**src/rtl/result_drain_control_if.sv**
```systemverilog
// Output-SRAM read port and result stream bundled for the result drain block.
// master = drain controller side, slave = SRAM / downstream side.
interface result_drain_control_if #(
    parameter int WORD_W = 256,
    parameter int AW     = 6
);
    logic              sram_read_enable;
    logic [AW-1:0]     sram_raddr;
    logic [WORD_W-1:0] sram_rdata;
    logic              out_valid;
    logic              out_ready;
    logic [WORD_W-1:0] out_data;
    logic [AW-1:0]     out_index;
    logic              out_last;

    modport master (
        output sram_read_enable, sram_raddr,
        input  sram_rdata,
        output out_valid, out_data, out_index, out_last,
        input  out_ready
    );

    modport slave (
        input  sram_read_enable, sram_raddr,
        output sram_rdata,
        input  out_valid, out_data, out_index, out_last,
        output out_ready
    );
endinterface

```
**src/rtl/result_drain_control.sv**
```systemverilog
// Drains the 64 result rows from the output SRAM after tpu_done and streams them
// out one row per beat, using a small credit-managed FIFO to absorb read latency.
module result_drain_control #(
    parameter int ARRAY_SIZE   = 16,
    parameter int WORD_W       = 256,
    parameter int ROWS_PER_SET = 32,
    parameter int NUM_SETS     = 2,
    parameter int FIFO_DEPTH   = 3
) (
    input  logic                    clk,
    input  logic                    srstn,
    input  logic                    tpu_done,
    result_drain_control_if.master  bus,
    output logic                    drain_busy,
    output logic                    drain_done
);
    // ARRAY_SIZE only documents the array geometry; it never affects addressing.
    localparam int AW = $clog2(ROWS_PER_SET * NUM_SETS) + (0 * ARRAY_SIZE);
    localparam int PW = $clog2(FIFO_DEPTH);
    localparam int CW = $clog2(FIFO_DEPTH + 1);
    localparam logic [AW-1:0] LAST_ADDR = AW'(ROWS_PER_SET * NUM_SETS - 1);
    localparam logic [CW:0]   DEPTH_C   = (CW+1)'(FIFO_DEPTH);

    typedef enum logic [1:0] {
        IDLE  = 2'd0,
        READ  = 2'd1,
        FLUSH = 2'd2
    } state_t;

    state_t            state_r, state_s;
    logic [AW-1:0]     cnt_r, cnt_s;
    logic              ren_r, ren_s;
    logic              inflight_r;
    logic [AW-1:0]     inflight_addr_r;
    logic [WORD_W-1:0] data_mem_r [FIFO_DEPTH];
    logic [AW-1:0]     idx_mem_r  [FIFO_DEPTH];
    logic [PW-1:0]     wr_ptr_r, rd_ptr_r;
    logic [CW-1:0]     occ_r, occ_s;
    logic [CW:0]       credit_s;
    logic              push_s, pop_s, last_pop_s;
    logic              busy_s, done_s;
    logic              drain_busy_r, drain_done_r;

    function automatic logic [PW-1:0] ptr_inc(input logic [PW-1:0] p);
        if (p == PW'(FIFO_DEPTH - 1)) begin
            ptr_inc = {PW{1'b0}};
        end else begin
            ptr_inc = p + PW'(1);
        end
    endfunction

    // Next-state, counter and read-credit decode.
    always_comb begin
        push_s     = inflight_r;
        pop_s      = (occ_r != {CW{1'b0}}) && bus.out_ready;
        last_pop_s = pop_s && (idx_mem_r[rd_ptr_r] == LAST_ADDR);
        case ({push_s, pop_s})
            2'b10:   occ_s = occ_r + CW'(1);
            2'b01:   occ_s = occ_r - CW'(1);
            default: occ_s = occ_r;
        endcase

        state_s = state_r;
        cnt_s   = cnt_r;
        busy_s  = drain_busy_r;
        done_s  = 1'b0;
        case (state_r)
            IDLE: begin
                if (tpu_done) begin
                    state_s = READ;
                    cnt_s   = {AW{1'b0}};
                    busy_s  = 1'b1;
                end else begin
                    state_s = IDLE;
                end
            end
            READ: begin
                if (ren_r) begin
                    if (cnt_r == LAST_ADDR) begin
                        state_s = FLUSH;
                    end else begin
                        cnt_s = cnt_r + AW'(1);
                    end
                end else begin
                    cnt_s = cnt_r;
                end
            end
            FLUSH: begin
                if (last_pop_s) begin
                    state_s = IDLE;
                    busy_s  = 1'b0;
                    done_s  = 1'b1;
                end else begin
                    state_s = FLUSH;
                end
            end
            default: begin
                state_s = IDLE;
                busy_s  = 1'b0;
            end
        endcase

        // Next cycle's buffered entries plus the read this cycle puts in flight.
        credit_s = {1'b0, occ_s} + {{CW{1'b0}}, ren_r};
        if ((state_s == READ) && (credit_s < DEPTH_C)) begin
            ren_s = 1'b1;
        end else begin
            ren_s = 1'b0;
        end
    end

    // FSM state register.
    always_ff @(posedge clk or negedge srstn) begin
        if (!srstn) begin
            state_r <= IDLE;
        end else begin
            state_r <= state_s;
        end
    end

    // Read strobe, address counter, in-flight tracking and status outputs.
    always_ff @(posedge clk or negedge srstn) begin
        if (!srstn) begin
            cnt_r           <= {AW{1'b0}};
            ren_r           <= 1'b0;
            inflight_r      <= 1'b0;
            inflight_addr_r <= {AW{1'b0}};
            drain_busy_r    <= 1'b0;
            drain_done_r    <= 1'b0;
        end else begin
            cnt_r           <= cnt_s;
            ren_r           <= ren_s;
            inflight_r      <= ren_r;
            inflight_addr_r <= cnt_r;
            drain_busy_r    <= busy_s;
            drain_done_r    <= done_s;
        end
    end

    // Output FIFO storage and pointers.
    always_ff @(posedge clk or negedge srstn) begin
        if (!srstn) begin
            for (int i = 0; i < FIFO_DEPTH; i++) begin
                data_mem_r[i] <= {WORD_W{1'b0}};
                idx_mem_r[i]  <= {AW{1'b0}};
            end
            wr_ptr_r <= {PW{1'b0}};
            rd_ptr_r <= {PW{1'b0}};
            occ_r    <= {CW{1'b0}};
        end else begin
            if (push_s) begin
                data_mem_r[wr_ptr_r] <= bus.sram_rdata;
                idx_mem_r[wr_ptr_r]  <= inflight_addr_r;
                wr_ptr_r             <= ptr_inc(wr_ptr_r);
            end else begin
                wr_ptr_r <= wr_ptr_r;
            end
            if (pop_s) begin
                rd_ptr_r <= ptr_inc(rd_ptr_r);
            end else begin
                rd_ptr_r <= rd_ptr_r;
            end
            occ_r <= occ_s;
        end
    end

    assign bus.sram_read_enable = ren_r;
    assign bus.sram_raddr       = cnt_r;
    assign bus.out_valid        = (occ_r != {CW{1'b0}});
    assign bus.out_data         = data_mem_r[rd_ptr_r];
    assign bus.out_index        = idx_mem_r[rd_ptr_r];
    assign bus.out_last         = (occ_r != {CW{1'b0}}) && (idx_mem_r[rd_ptr_r] == LAST_ADDR);
    assign drain_busy           = drain_busy_r;
    assign drain_done           = drain_done_r;
endmodule

```
**src/flat_wrapper.sv**
```systemverilog
// flat-port wrapper written by rule: the top's interface ports become plain ports
module result_drain_control_flat 
#(
    parameter int ARRAY_SIZE   = 16,
    parameter int WORD_W       = 256,
    parameter int ROWS_PER_SET = 32,
    parameter int NUM_SETS     = 2,
    parameter int FIFO_DEPTH   = 3
)
  (clk, srstn, tpu_done, drain_busy, drain_done, bus_sram_read_enable, bus_sram_raddr, bus_sram_rdata, bus_out_valid, bus_out_data, bus_out_index, bus_out_last, bus_out_ready);
  result_drain_control_if #(.WORD_W(WORD_W), .AW(6)) bus_i ();
  input  logic clk;
  input  logic srstn;
  input  logic tpu_done;
  output logic drain_busy;
  output logic drain_done;
  output wire logic [$bits(bus_i.sram_read_enable)-1:0] bus_sram_read_enable;
  output wire logic [$bits(bus_i.sram_raddr)-1:0] bus_sram_raddr;
  input wire logic [$bits(bus_i.sram_rdata)-1:0] bus_sram_rdata;
  output wire logic [$bits(bus_i.out_valid)-1:0] bus_out_valid;
  output wire logic [$bits(bus_i.out_data)-1:0] bus_out_data;
  output wire logic [$bits(bus_i.out_index)-1:0] bus_out_index;
  output wire logic [$bits(bus_i.out_last)-1:0] bus_out_last;
  input wire logic [$bits(bus_i.out_ready)-1:0] bus_out_ready;
  assign bus_sram_read_enable = bus_i.sram_read_enable;
  assign bus_sram_raddr = bus_i.sram_raddr;
  assign bus_i.sram_rdata = bus_sram_rdata;
  assign bus_out_valid = bus_i.out_valid;
  assign bus_out_data = bus_i.out_data;
  assign bus_out_index = bus_i.out_index;
  assign bus_out_last = bus_i.out_last;
  assign bus_i.out_ready = bus_out_ready;
  result_drain_control #(.ARRAY_SIZE(ARRAY_SIZE), .WORD_W(WORD_W), .ROWS_PER_SET(ROWS_PER_SET), .NUM_SETS(NUM_SETS), .FIFO_DEPTH(FIFO_DEPTH)) u_core (.clk(clk), .srstn(srstn), .tpu_done(tpu_done), .bus(bus_i), .drain_busy(drain_busy), .drain_done(drain_done));
endmodule
```
**config.mk**
```make
export PLATFORM = sky130hd
export DESIGN_NAME = result_drain_control_flat
export DESIGN_NICKNAME = d
export VERILOG_FILES = /design/src/rtl/result_drain_control_if.sv /design/src/rtl/result_drain_control.sv /design/src/flat_wrapper.sv
export SDC_FILE = /design/constraint.sdc
export NUM_CORES = 1
export LEC_CHECK = 0
export CAP_MARGIN = 30
export CORE_MARGIN = 2
export CORE_UTILIZATION = 29
export CTS_CLUSTER_DIAMETER = 200
export DETAILED_ROUTE_END_ITERATION = 6
export PLACE_DENSITY = 0.54
export SLEW_MARGIN = 10
export SYNTH_ARGS = -nofsm -noshare
export SYNTH_HDL_FRONTEND = slang
export SYNTH_SLANG_ARGS = --single-unit
```
**constraint.sdc**
```tcl
create_clock -name clk -period 4.1 [get_ports clk]
set_input_delay 0.82 -clock clk [delete_from_list [all_inputs] [get_ports clk]]
set_output_delay 0.82 -clock clk [all_outputs]
set_load 0.01 [all_outputs]
```
# Yosys cells after proc, flatten, opt, wreduce, memory -nomap -nowiden
# Cells that the tools add are included.
# totals
reg_bits	810
output_inout_bits	273
# classes
addsub	6
magnitude_cmp	4
eq_ne	13
n_mux	30
bitwise_logic	3
reduce_logical	10
# ops
cell	count
$bwmux W768	1
$mux W256	3
$bmux W256 S2	1
$demux W256 S2	1
$mux W6	6
$bwmux W18	1
$bmux W6 S2	1
$demux W6 S2	1
$eq A6 B6 Y1 const B	2
$pmux W6 S2	1
$mux W2	5
$eq A2 B2 Y1 const B	4
$add A2 B1 Y2 const B	3
$add A6 B1 Y6 const B	1
$eq A2 B1 Y1 const B	3
$ge A3 B3 Y1 const B	2
$mux W1	6
$not A2 Y3	2
$pmux W2 S3	1
$logic_and A1 B1 Y1	5
$ne A2 B1 Y1 const B	2
$ne A2 B2 Y1 const B	2
$pmux W2 S2	1
$reduce_and A4 Y1	1
other kinds (9)	10

# Longest topological paths before layout
# depth
word_depth	11
mapped_depth	10
mapped_depth_nobuf	10

# Worst setup path before layout
# Ideal clock, no wire load.
# synth_path
kind	register to output
start	reg u_core.rd_ptr_r[1]
end	out bus_out_data[215]
t_arrival_ns	1.415
slack_ns	1.865
stages_incl_launch_ff	8
path_buffers	4
path_cell_list	dfrtp_1 -> buf_2 -> nor2b_1 -> buf_2 -> buf_2 -> clkbuf_1 -> nand2_1 -> o21ai_0
# synth_via
elab_chain_len	4
# synth_rtl
element	line	text
start: declaration	result_drain_control.sv:37	logic [PW-1:0] wr_ptr_r, rd_ptr_r;
start signal: assignment	result_drain_control.sv:148	rd_ptr_r <= {PW{1'b0}};
start signal: assignment	result_drain_control.sv:159	rd_ptr_r <= ptr_inc(rd_ptr_r);
start signal: assignment	result_drain_control.sv:161	rd_ptr_r <= rd_ptr_r;
$not A2 Y3 (implied by the code)	result_drain_control.sv:170	assign bus.out_data = data_mem_r[rd_ptr_r];
$bmux W256 S2	result_drain_control.sv:170	
$mux W256 (implied by the code) (2 in a row)	result_drain_control.sv:170	
end: declaration	flat_wrapper.sv:21	output wire logic [$bits(bus_i.out_data)-1:0] bus_out_data;
# No other way between the ends. The select of a mux whose other input is x is not followed.

# Worst setup path in the final report
# layout_path
start	reg u_core.rd_ptr_r[1]
end	out bus_out_data[196]
# Same word-level chain as after synthesis.

==> flow_metrics.env <==
export IMPL_drv_cap=0
export IMPL_synth_fa_ha_area_frac=0.00139
export IMPL_setup_ws_ns=0.152
export IMPL_synth_cells=2619
export IMPL_holdWs_ns=0.144
export IMPL_avgSynthCellArea_um2=13.8
export IMPL_portBuffers=532
export IMPL_drc=0
export IMPL_yosysWarningCount=0
export IMPL_grt_most_used_layer="met2"
export IMPL_hpwl_um=62800
export IMPL_max_freq_mhz=253
export IMPL_dieArea_um2=127000
export IMPL_antenna_left=0
export IMPL_wl_um=98500
export IMPL_tns_ns=0
export IMPL_vias=22500
export IMPL_synthSimpleGateAreaFrac=0.0318
export IMPL_yosysSeqAreaShare=0.562
export IMPL_synthFlopType="dfrtp_1"
export IMPL_grt_overflow=0
export IMPL_firstDrtPassIters=5
export IMPL_slew_headroom=0.288
export IMPL_start_kind="register"
export IMPL_ys_ff_latch=810
export IMPL_critPathKind="reg2out"
export IMPL_initialDrtViolationCount=1062
export IMPL_grt_pass1_wl_um=150000
export IMPL_clockBufferDepth=3
export IMPL_skew_ns=0.0188
export IMPL_status="finished, final reports clean"
export IMPL_crit_required_ns=3.28
export IMPL_insertion_delay_ns=0.69
export IMPL_fillers=11900
export IMPL_worstHoldPathType="in2async"
export IMPL_dieHeight_um=357
export IMPL_wl_per_cell_um=20.3
export IMPL_synth_top_family_by_area="multiplexers"
export IMPL_grt_use_total=0.152
export IMPL_arrival_ns=3.13
export IMPL_synth_xor_area_share=0.00146
export IMPL_final_layout_size_suffix_gt1_frac=0.314
export IMPL_dp_slack_ns=0.680
export IMPL_syn_area_um2=36100
export IMPL_p_per_area_nw_per_um2=524
export IMPL_timing_final_crit_share=0.963
export IMPL_p_leak_nw=20.6
export IMPL_routabilityCongestion=0.735
export IMPL_min_period_ns=3.95
export IMPL_setup_violations=0
export IMPL_grt_max_degree=138
export IMPL_final_nets=3404
export IMPL_clk_pin_slew_worst_paths_ns=0.06
export IMPL_num_io_pins=533
export IMPL_synth_compound_area_share=0.0396
export IMPL_worst_slew_pin_slew_ns=1.07
export IMPL_core_um2=124000
export IMPL_cts_sinks=810
export IMPL_first_global_vias=24000
export IMPL_ys_types=34
export IMPL_placed_area_um2=43400
export IMPL_globalRouteMet1Util=0.195
export IMPL_grtUsageMet2=0.245
export IMPL_end_kind="output pin"
export IMPL_finish_instance_area_um2=46600
export IMPL_synth_edf_count=0
export IMPL_multi_input_area_um2=14900
export IMPL_ir_drop_mv=0.344
export IMPL_hold_viol=0
export IMPL_yosys_mux_area_fraction=0.337
export IMPL_rows=129
export IMPL_syn_nets=2883
export IMPL_register_area_um2=20300
export IMPL_drv_slew=0
export IMPL_start_util=0.292
export IMPL_htree_levels=3
export IMPL_root_buffer="clkbuf_16"
export IMPL_async_reset_ff_frac=1.00
export IMPL_syn_to_final_growth_pct=29.2
export IMPL_cts_made_buffers=93
export IMPL_rsz0062_at_grt="no"
export IMPL_die_w_um=357
export IMPL_vias_per_cell=4.63
export IMPL_cts_tree="yes"
export IMPL_postCtsHoldBufs=0
export IMPL_antenna_found_initial=14
export IMPL_grt_util_met3=0.0449
export IMPL_crit_path_max_fanout=40
==> metrics by stage <==
| step | power [mW] | instances | util |
|---|---|---|---|
| after floorplan | 11.9 | 2619 | - |
| after global placement | 16.0 | 4678 | 0.351 |
| after detailed placement | 16.0 | 4679 | 0.351 |
| after CTS | 24.8 | 4847 | 0.376 |
| after global routing | 25.7 | 4853 | 0.377 |
| final | 24.5 | 4854 | 0.377 |
==> registers in the layout (all words and copies together) (netlist names) <==
signal                       cells
u_core.data_mem_r              768
u_core.idx_mem_r                18
u_core.bus.sram_raddr            6
u_core.inflight_addr_r           6
u_core.occ_r                     2
u_core.rd_ptr_r                  2
u_core.state_r                   2
u_core.wr_ptr_r                  2
u_core.bus.sram_read_enable      1
u_core.drain_busy                1
u_core.drain_done                1
u_core.inflight_r                1
==> logic make-up (layout without fill, tap and decap cells) <==
logic type / after synthesis / in the layout
xor+xnor: 6 / 6
fa+ha+maj: 4 / 4
other cells: 0 / 5
compound gates: 278 / 278
simple gates: 292 / 292
flops: 810 / 810
buf+inv: 180 / 773
mux: 1049 / 1049
==> layout make-up <==
class / instances / share of cell area
diodes: 5 / 0.000268
clock buffers: 142 / 0.0597
clock inverters: 25 / 0.00762
inverters: 5 / 0.000403
multi-input cells: 1629 / 0.319
flip-flops and latches: 810 / 0.435
well taps: 1637 / 0.0439
repair buffers: 601 / 0.134
==> routing by layer <==
layer,vias up,share of wire,wire length [µm]
met1,11600,0.44,43400
met4,20,0.024,2330
met2,475,0.48,46800
met3,148,0.059,5810
met5,-,0.0013,130
li1,10300,-,-
==> power breakdown <==
part | switching, mW | leakage [nW] | internal [mW]
clock | 3.43 | 1.55 | 5.17
sequential | 0.209 | 10.1 | 8.28
combinational | 3.87 | 9.01 | 3.48
total | 7.52 | 20.6 | 16.9
==> layout by cell type (no fill, tap or decap), types with 25 or more instances in the layout <==
master / synthesis / layout
clkdlybuf4s50_1: 0 / 531
mux2_2: 607 / 607
clkbuf_1: 47 / 25
clkbuf_16: 0 / 98
o21ai_0: 261 / 261
buf_4: 8 / 36
dfrtp_1: 810 / 808
mux2i_1: 262 / 262
mux2_4: 180 / 180
nand2_1: 265 / 265
==> critical path, cell delays in order, from the launching register on <==
cell             delay [ns]
dfrtp_4                0.63
buf_16                 0.25
buf_16                 0.30
mux2i_1                0.15
o21ai_0                0.33
clkdlybuf4s50_1        0.63
==> final timing paths <==
check | from | to | slack [ns] | cells after the start
max | u_core.rd_ptr_r[1] | bus_out_data[196] | 0.15 | 5
min | srstn | u_core.data_mem_r[711] | 0.14 | 1
max reg2reg | u_core.wr_ptr_r[1] | u_core.data_mem_r[494] | 1.60 | 5
min reg2reg | u_core.bus.sram_read_enable | u_core.inflight_r | 0.49 | 0
max in group asynchronous | srstn | u_core.data_mem_r[623] | 2.83 | 2
min in group clk | u_core.bus.sram_read_enable | u_core.inflight_r | 0.49 | 0
==> repair_timing <==
action / CTS / global route
gates cloned: 0 / 2
setup endpoints to repair: 13 / 13
gates resized for setup: 2 / 7
setup buffers: 1 / 0
==> cells in the mapped netlist (4+ instances only) <==
cell	instances	area [µm²]
dfrtp_1	810	20300
xnor2_1	5	43.8
buf_4	8	60.1
inv_1	4	15.0
nand3_1	6	30.0
ha_1	4	50.1
nor2_1	7	26.3
mux2_2	607	6840
o2bb2ai_1	6	52.6
nand2_1	265	995
clkbuf_1	47	176
buf_6	21	236
mux2_4	180	2700
o21ai_0	261	1310
buf_2	92	460
a21oi_1	4	20.0
mux2i_1	262	2620
buf_1	7	26.3
Power figures use the tool's default switching activity.
